## src/rtl/sobol_pkg.sv

```systemverilog
// sobol_pkg: shared constants for the multi-dimension Sobol generator.
// Holds width/dimension limits, the Joe-Kuo direction table and dir_vec().
package sobol_pkg;

    localparam int MIN_RWID = 2;
    localparam int MAX_RWID = 16;
    localparam int MIN_DIM  = 1;
    localparam int MAX_DIM  = 4;
    localparam int ZW       = $clog2(MAX_RWID);

    // One direction vector per bit position, each MAX_RWID bits wide.
    typedef logic [MAX_RWID-1:0][MAX_RWID-1:0] dir_arr_t;

    // Primitive polynomial degree s for table row d (row 0 is van der Corput).
    function automatic int jk_s(input int d);
        case (d)
            1:       return 1;
            2:       return 2;
            3:       return 3;
            default: return 0;
        endcase
    endfunction

    // Polynomial interior coefficients a, MSB first (a_1 is bit s-2).
    function automatic int jk_a(input int d);
        case (d)
            2, 3:    return 1;
            default: return 0;
        endcase
    endfunction

    // Initial direction numbers m_1..m_s (k is zero-based).
    function automatic logic [31:0] jk_m_init(input int d, input int k);
        logic [31:0] m;
        m = 32'd1;
        if ((d == 2 || d == 3) && k == 1) begin
            m = 32'd3;
        end
        return m;
    endfunction

    // V_d[k] = m_d[k] << (rwid-1-k), with m extended by the recurrence
    // m_k = 2a_1 m_{k-1} ^ ... ^ 2^s m_{k-s} ^ m_{k-s}.
    function automatic dir_arr_t dir_vec(input int d, input int rwid);
        dir_arr_t                  v;
        logic [MAX_RWID-1:0][31:0] m;
        logic [31:0]               mk;
        int                        s;
        int                        a;
        v = '0;
        m = '0;
        s = jk_s(d);
        a = jk_a(d);
        for (int k = 0; k < rwid; k++) begin
            if (s == 0 || k < s) begin
                mk = jk_m_init(d, k);
            end else begin
                mk = m[k-s] ^ (m[k-s] << s);
                for (int j = 1; j < s; j++) begin
                    if (a[s-1-j]) begin
                        mk = mk ^ (m[k-j] << j);
                    end
                end
            end
            m[k] = mk;
            v[k] = MAX_RWID'(mk << (rwid - 1 - k));
        end
        return v;
    endfunction

endpackage

```

## src/rtl/sobol_rng_multi_lsz.sv

```systemverilog
// lsz_enc: least-significant-zero priority encoder with all-ones flag.
// Ports: val_i word in; pos_o index of lowest 0 bit; all_ones_o no zero bit.
module lsz_enc #(
    parameter  int RWID = 8,
    localparam int CW   = $clog2(RWID)
) (
    input  logic [RWID-1:0] val_i,
    output logic [CW-1:0]   pos_o,
    output logic            all_ones_o
);

    // Scan from the top so the lowest zero bit wins.
    always_comb begin
        pos_o = '0;
        for (int i = RWID - 1; i >= 0; i--) begin
            if (!val_i[i]) begin
                pos_o = CW'(i);
            end
        end
    end

    assign all_ones_o = &val_i;

endmodule

```

## src/rtl/sobol_rng_multi.sv

```systemverilog
// sobol_rng_multi: DIM-dimension Gray-code Sobol source with XOR scrambling.
// Ports: clk, rst_n (sync, low), enable, clear, shift_load, shift_in in;
//        sobol_seq (state ^ shift per dimension), idx, wrap pulse out.
module sobol_rng_multi
    import sobol_pkg::*;
#(
    parameter int RWID = 8,
    parameter int DIM  = 2
) (
    input  logic                clk,
    input  logic                rst_n,
    input  logic                enable,
    input  logic                clear,
    input  logic                shift_load,
    input  logic [DIM*RWID-1:0] shift_in,
    output logic [DIM*RWID-1:0] sobol_seq,
    output logic [RWID-1:0]     idx,
    output logic                wrap
);

    localparam int CW = $clog2(RWID);

    if (RWID < MIN_RWID || RWID > MAX_RWID ||
        DIM < MIN_DIM || DIM > MAX_DIM) begin : g_bad_param
        $error("sobol_rng_multi: RWID or DIM out of range");
    end

    logic [RWID-1:0] idx_q, idx_d;
    logic            wrap_q, wrap_d;
    logic [CW-1:0]   zpos;
    logic [ZW-1:0]   zsel;
    logic            all_ones;

    lsz_enc #(.RWID(RWID)) u_lsz (
        .val_i     (idx_q),
        .pos_o     (zpos),
        .all_ones_o(all_ones)
    );

    assign zsel = ZW'(zpos);

    // A step from the all-ones index closes the period: back to 0, pulse wrap.
    always_comb begin
        idx_d  = idx_q;
        wrap_d = 1'b0;
        if (clear) begin
            idx_d = '0;
        end else if (enable) begin
            if (all_ones) begin
                idx_d  = '0;
                wrap_d = 1'b1;
            end else begin
                idx_d = idx_q + 1'b1;
            end
        end
    end

    always_ff @(posedge clk) begin
        if (!rst_n) begin
            idx_q  <= '0;
            wrap_q <= 1'b0;
        end else begin
            idx_q  <= idx_d;
            wrap_q <= wrap_d;
        end
    end

    for (genvar d = 0; d < DIM; d++) begin : g_dim
        localparam dir_arr_t V = dir_vec(d, RWID);

        logic [RWID-1:0] state_q, state_d;
        logic [RWID-1:0] shift_q, shift_d;

        always_comb begin
            state_d = state_q;
            if (clear) begin
                state_d = '0;
            end else if (enable) begin
                state_d = all_ones ? '0 : (state_q ^ V[zsel][RWID-1:0]);
            end
            shift_d = shift_load ? shift_in[d*RWID +: RWID] : shift_q;
        end

        always_ff @(posedge clk) begin
            if (!rst_n) begin
                state_q <= '0;
                shift_q <= '0;
            end else begin
                state_q <= state_d;
                shift_q <= shift_d;
            end
        end

        assign sobol_seq[d*RWID +: RWID] = state_q ^ shift_q;
    end

    assign idx  = idx_q;
    assign wrap = wrap_q;

endmodule

```

## config.mk

```make
export PLATFORM = sky130hd
export DESIGN_NAME = sobol_rng_multi
export DESIGN_NICKNAME = d
export VERILOG_FILES = /design/src/rtl/sobol_pkg.sv /design/src/rtl/sobol_rng_multi_lsz.sv /design/src/rtl/sobol_rng_multi.sv
export SDC_FILE = /design/constraint.sdc
export NUM_CORES = 1
export LEC_CHECK = 0
export ABC_AREA = 1
export BUFFER_PORTS_ARGS = -buffer_cell sky130_fd_sc_hd__buf_2
export CAP_MARGIN = 20
export CORE_MARGIN = 2
export CORE_UTILIZATION = 45
export CTS_BUF_LIST = sky130_fd_sc_hd__clkbuf_4
export DETAILED_ROUTE_END_ITERATION = 8
export GPL_TIMING_DRIVEN = 0
export PLACE_DENSITY_LB_ADDON = 0.12
export SYNTH_ARGS = -nofsm -noshare
export SYNTH_HDL_FRONTEND = slang
export SYNTH_HIERARCHICAL = 1
export SYNTH_SLANG_ARGS = --single-unit
```

## constraint.sdc

```tcl
create_clock -name clk -period 2.75 [get_ports clk]
set_input_delay 0.275 -clock clk [delete_from_list [all_inputs] [get_ports clk]]
set_output_delay 0.275 -clock clk [all_outputs]
set_load 0.02 [all_outputs]
```

==> flow_summary.json <==
{
  "cp.arrival_ns": 1.99,
  "grt_usage_pct": 18.5,
  "comb_power_share_pct": 11.5,
  "syn-cell-area_um2": 1860,
  "grt_overflow": 0,
  "die_x_um": 68.2,
  "ys.warnings.count": 6,
  "hold_violations": 0,
  "clk_pin_slew_worst_paths_ns": 0.14,
  "hold_path.class": "primary input to flip-flop",
  "fin_crit_sh_pct": 62.9,
  "slew_headroom_pct": 73.4,
  "n_antenna_cell": 0,
  "postRouteWirelength_um": 3690,
  "p_per_area_nw_per_um2": 520,
  "cts_buffers": 5,
  "drt_iter0_drc": 58,
  "drv_cap": 0,
  "wl_per_cell_um": 10.6,
  "cp_slowest_cell": "dfxtp_1",
  "viasPerCell": 4.75,
  "endpoint_kind": "flip-flop",
  "finalSetupViolCount": 0,
  "num_vias": 1652,
  "syn_avg_cell_area_um2": 7.57,
  "ys_ff_latch": 41,
  "layout_min_cycle_time_ns": 1.73,
  "worstSetupPathType": "flip-flop to flip-flop",
  "critical_path.most_common_cell": "nand2_1",
  "timing.fmax_mhz": 578,
  "slew_violations": 0,
  "port_buffers": 45,
  "cts_sinks": 41,
  "gp_congestion": 0.722,
  "cts_buffer_depth": 2,
  "power_switching_uw": 301,
  "dp_hpwl_um": 2720,
  "worst_pin_slew_ns": 0.398,
  "p_seq_share_pct": 54.2,
  "antenna_found_initial": 0,
  "grt_max_degree": 14,
  "r2r_slack_ns": 1.02,
  "outcome": "completed",
  "critPathLaunchType": "flip-flop",
  "peakVddDrop_mv": 0.314,
  "path_cells": "nand2_1, nand2_1, nand2_1, nand2_1, nand2_1, a21oi_2, inv_2, nor3_2, nand2_1, nand2_1, nor2_1",
  "layout.nets": 319,
  "drt_first_pass_iters": 5,
  "clock_latency_ns": 0.36,
  "final_antenna_net_count": 0,
  "p_int_uw": 854,
  "cts_setup_buffers": 0,
  "switching_share_pct": 26.1,
  "fin_tns_setup_ns": 0,
  "synth.distinct_cells": 29,
  "slowest_delay_ns": 0.45,
  "rsz0062_at_grt": "no",
  "required_ns": 3.01,
  "finalCoreUtilization_pct": 56.0,
  "synth_seq_area_share_pct": 44.2,
  "mostFrequentLayoutCells": "nor2_1, buf_2, dfxtp_1",
  "cp_max_fo": 7,
  "area_growth_pct": 19.8,
  "initial_utilization_pct": 46.7,
  "clkPwrFrac_pct": 34.3,
  "htreeDepth": 2,
  "synthCells": 245,
  "grt_pass1_wl_um": 6510,
  "synth_nets": 267,
  "io-pin-count": 46,
  "layout-drive-gt1-share_pct": 23.2,
  "die_area_um2": 4650,
  "cts_tree": "done",
  "die_h_um": 68.2,
  "cts_hold_buf": 0,
  "final_common_cell": "nor2_1",
  "rows": 23,
  "clockRootBuffer": "clkbuf_4",
  "grt_pass1_vias": 1490,
  "core_area_um2": 3970,
  "drc": 0,
  "p_leak_uw": 0.00105,
  "postCtsResizedCells": 0,
  "finClkSkew_ns": 0.0195
}
## cells in the mapped netlist
cell / instances / area, um^2
nor2_1: 57 / 214
dfxtp_1: 41 / 821
nand2_1: 33 / 124
o21ai_0: 24 / 120
inv_1: 19 / 71.3
a21oi_1: 17 / 85.1
xor2_1: 16 / 140
nand3_1: 9 / 45.0
nor2_2: 4 / 25.0
nand4_1: 3 / 18.8
a31oi_1: 2 / 12.5
nand2_4: 2 / 22.5
nor3_1: 2 / 10.0
a21oi_2: 1 / 8.76
and3_1: 1 / 6.26
buf_12: 1 / 20.0
buf_2: 1 / 5.00
buf_6: 1 / 11.3
clkbuf_1: 1 / 3.75
clkbuf_2: 1 / 5.00
clkinv_4: 1 / 8.76
ha_1: 1 / 12.5
inv_2: 1 / 3.75
nand2_2: 1 / 6.26
nand3_4: 1 / 17.5
nor2_4: 1 / 11.3
nor3_2: 1 / 10.0
nor3b_1: 1 / 7.51
xnor2_1: 1 / 8.76
## state kept, by name, indices dropped and copies added (netlist names)
name / cells
g_dim.shift_q: 16
idx: 8
g_dim.state_q: 16
wrap: 1
## through the flow
step / instances / total power, uW / cell area [um^2] / hold slack (ns) / setup WS, ns
2_1_floorplan: 245 / 726 / 1860 / 0.410 / 1.14
3_5_place_dp: 340 / 774 / 2140 / 0.459 / 1.09
6_report: 348 / 1160 / 2220 / 0.120 / 1.02
3_3_place_gp: 340 / 772 / 2140 / 0.457 / 1.11
5_1_grt: 348 / 1200 / 2220 / 0.117 / 0.783
4_1_cts: 348 / 1160 / 2220 / 0.119 / 1.04
## worst max-delay path: cells and delay by family, from the launching register on
kind,cells,cell delay (ns)
simple gates,9,0.79
flops,1,0.45
compound gates,1,0.27
buf+inv,1,0.14
## per-layer routing
| metal | GRT usage (%) | up-vias | routed length (um) |
|---|---|---|---|
| li1 | - | 894 | - |
| met4 | 7.50 | 0 | 54 |
| met2 | 29.1 | 48 | 1620 |
| met5 | 0 | - | 0 |
| met1 | 24.6 | 705 | 1820 |
| met3 | 3.95 | 5 | 199 |
## logic make-up after synthesis
group	Yosys count	share of synthesized area [%]
and+or+nand+nor	116	27.9
AOI/OAI and AO/OA	44	12.2
DFF	41	44.2
buffers and inverters	26	6.94
xor gates and xnor gates	17	8.02
adders and majority gates	1	0.674
## path summary, 6_finish.rpt
| check | from | end | cells after the start |
|---|---|---|---|
| worst max-delay path | idx[6] | g_dim[0].state_q[0] | 11 |
| worst min-delay path | shift_in[8] | g_dim[1].shift_q[0] | 3 |
| worst max register to register | idx[6] | g_dim[0].state_q[0] | 11 |
| worst min register to register | g_dim[1].state_q[5] | g_dim[1].state_q[5] | 1 |
## area by class of cell
cell class                 count  area, um^2
sequential                    41         821
multi-input combinational    178         906
fill                         380        1750
inverter                      21        83.8
timing repair buffer          45         225
buffer                         5        45.0
clock buffer                   5        37.5
clock inverter                 3        41.3
tap                           50        62.6
## power groups by stage
stage                     Clock, uW  Combinational, uW  Sequential (uW)
after floorplan                   0               86.9              639
after global placement            0                133              639
after detailed placement          0                134              640
after CTS                       403                134              627
after global routing            425                150              629
final                           397                133              626
(Power assumes the default switching activity.)
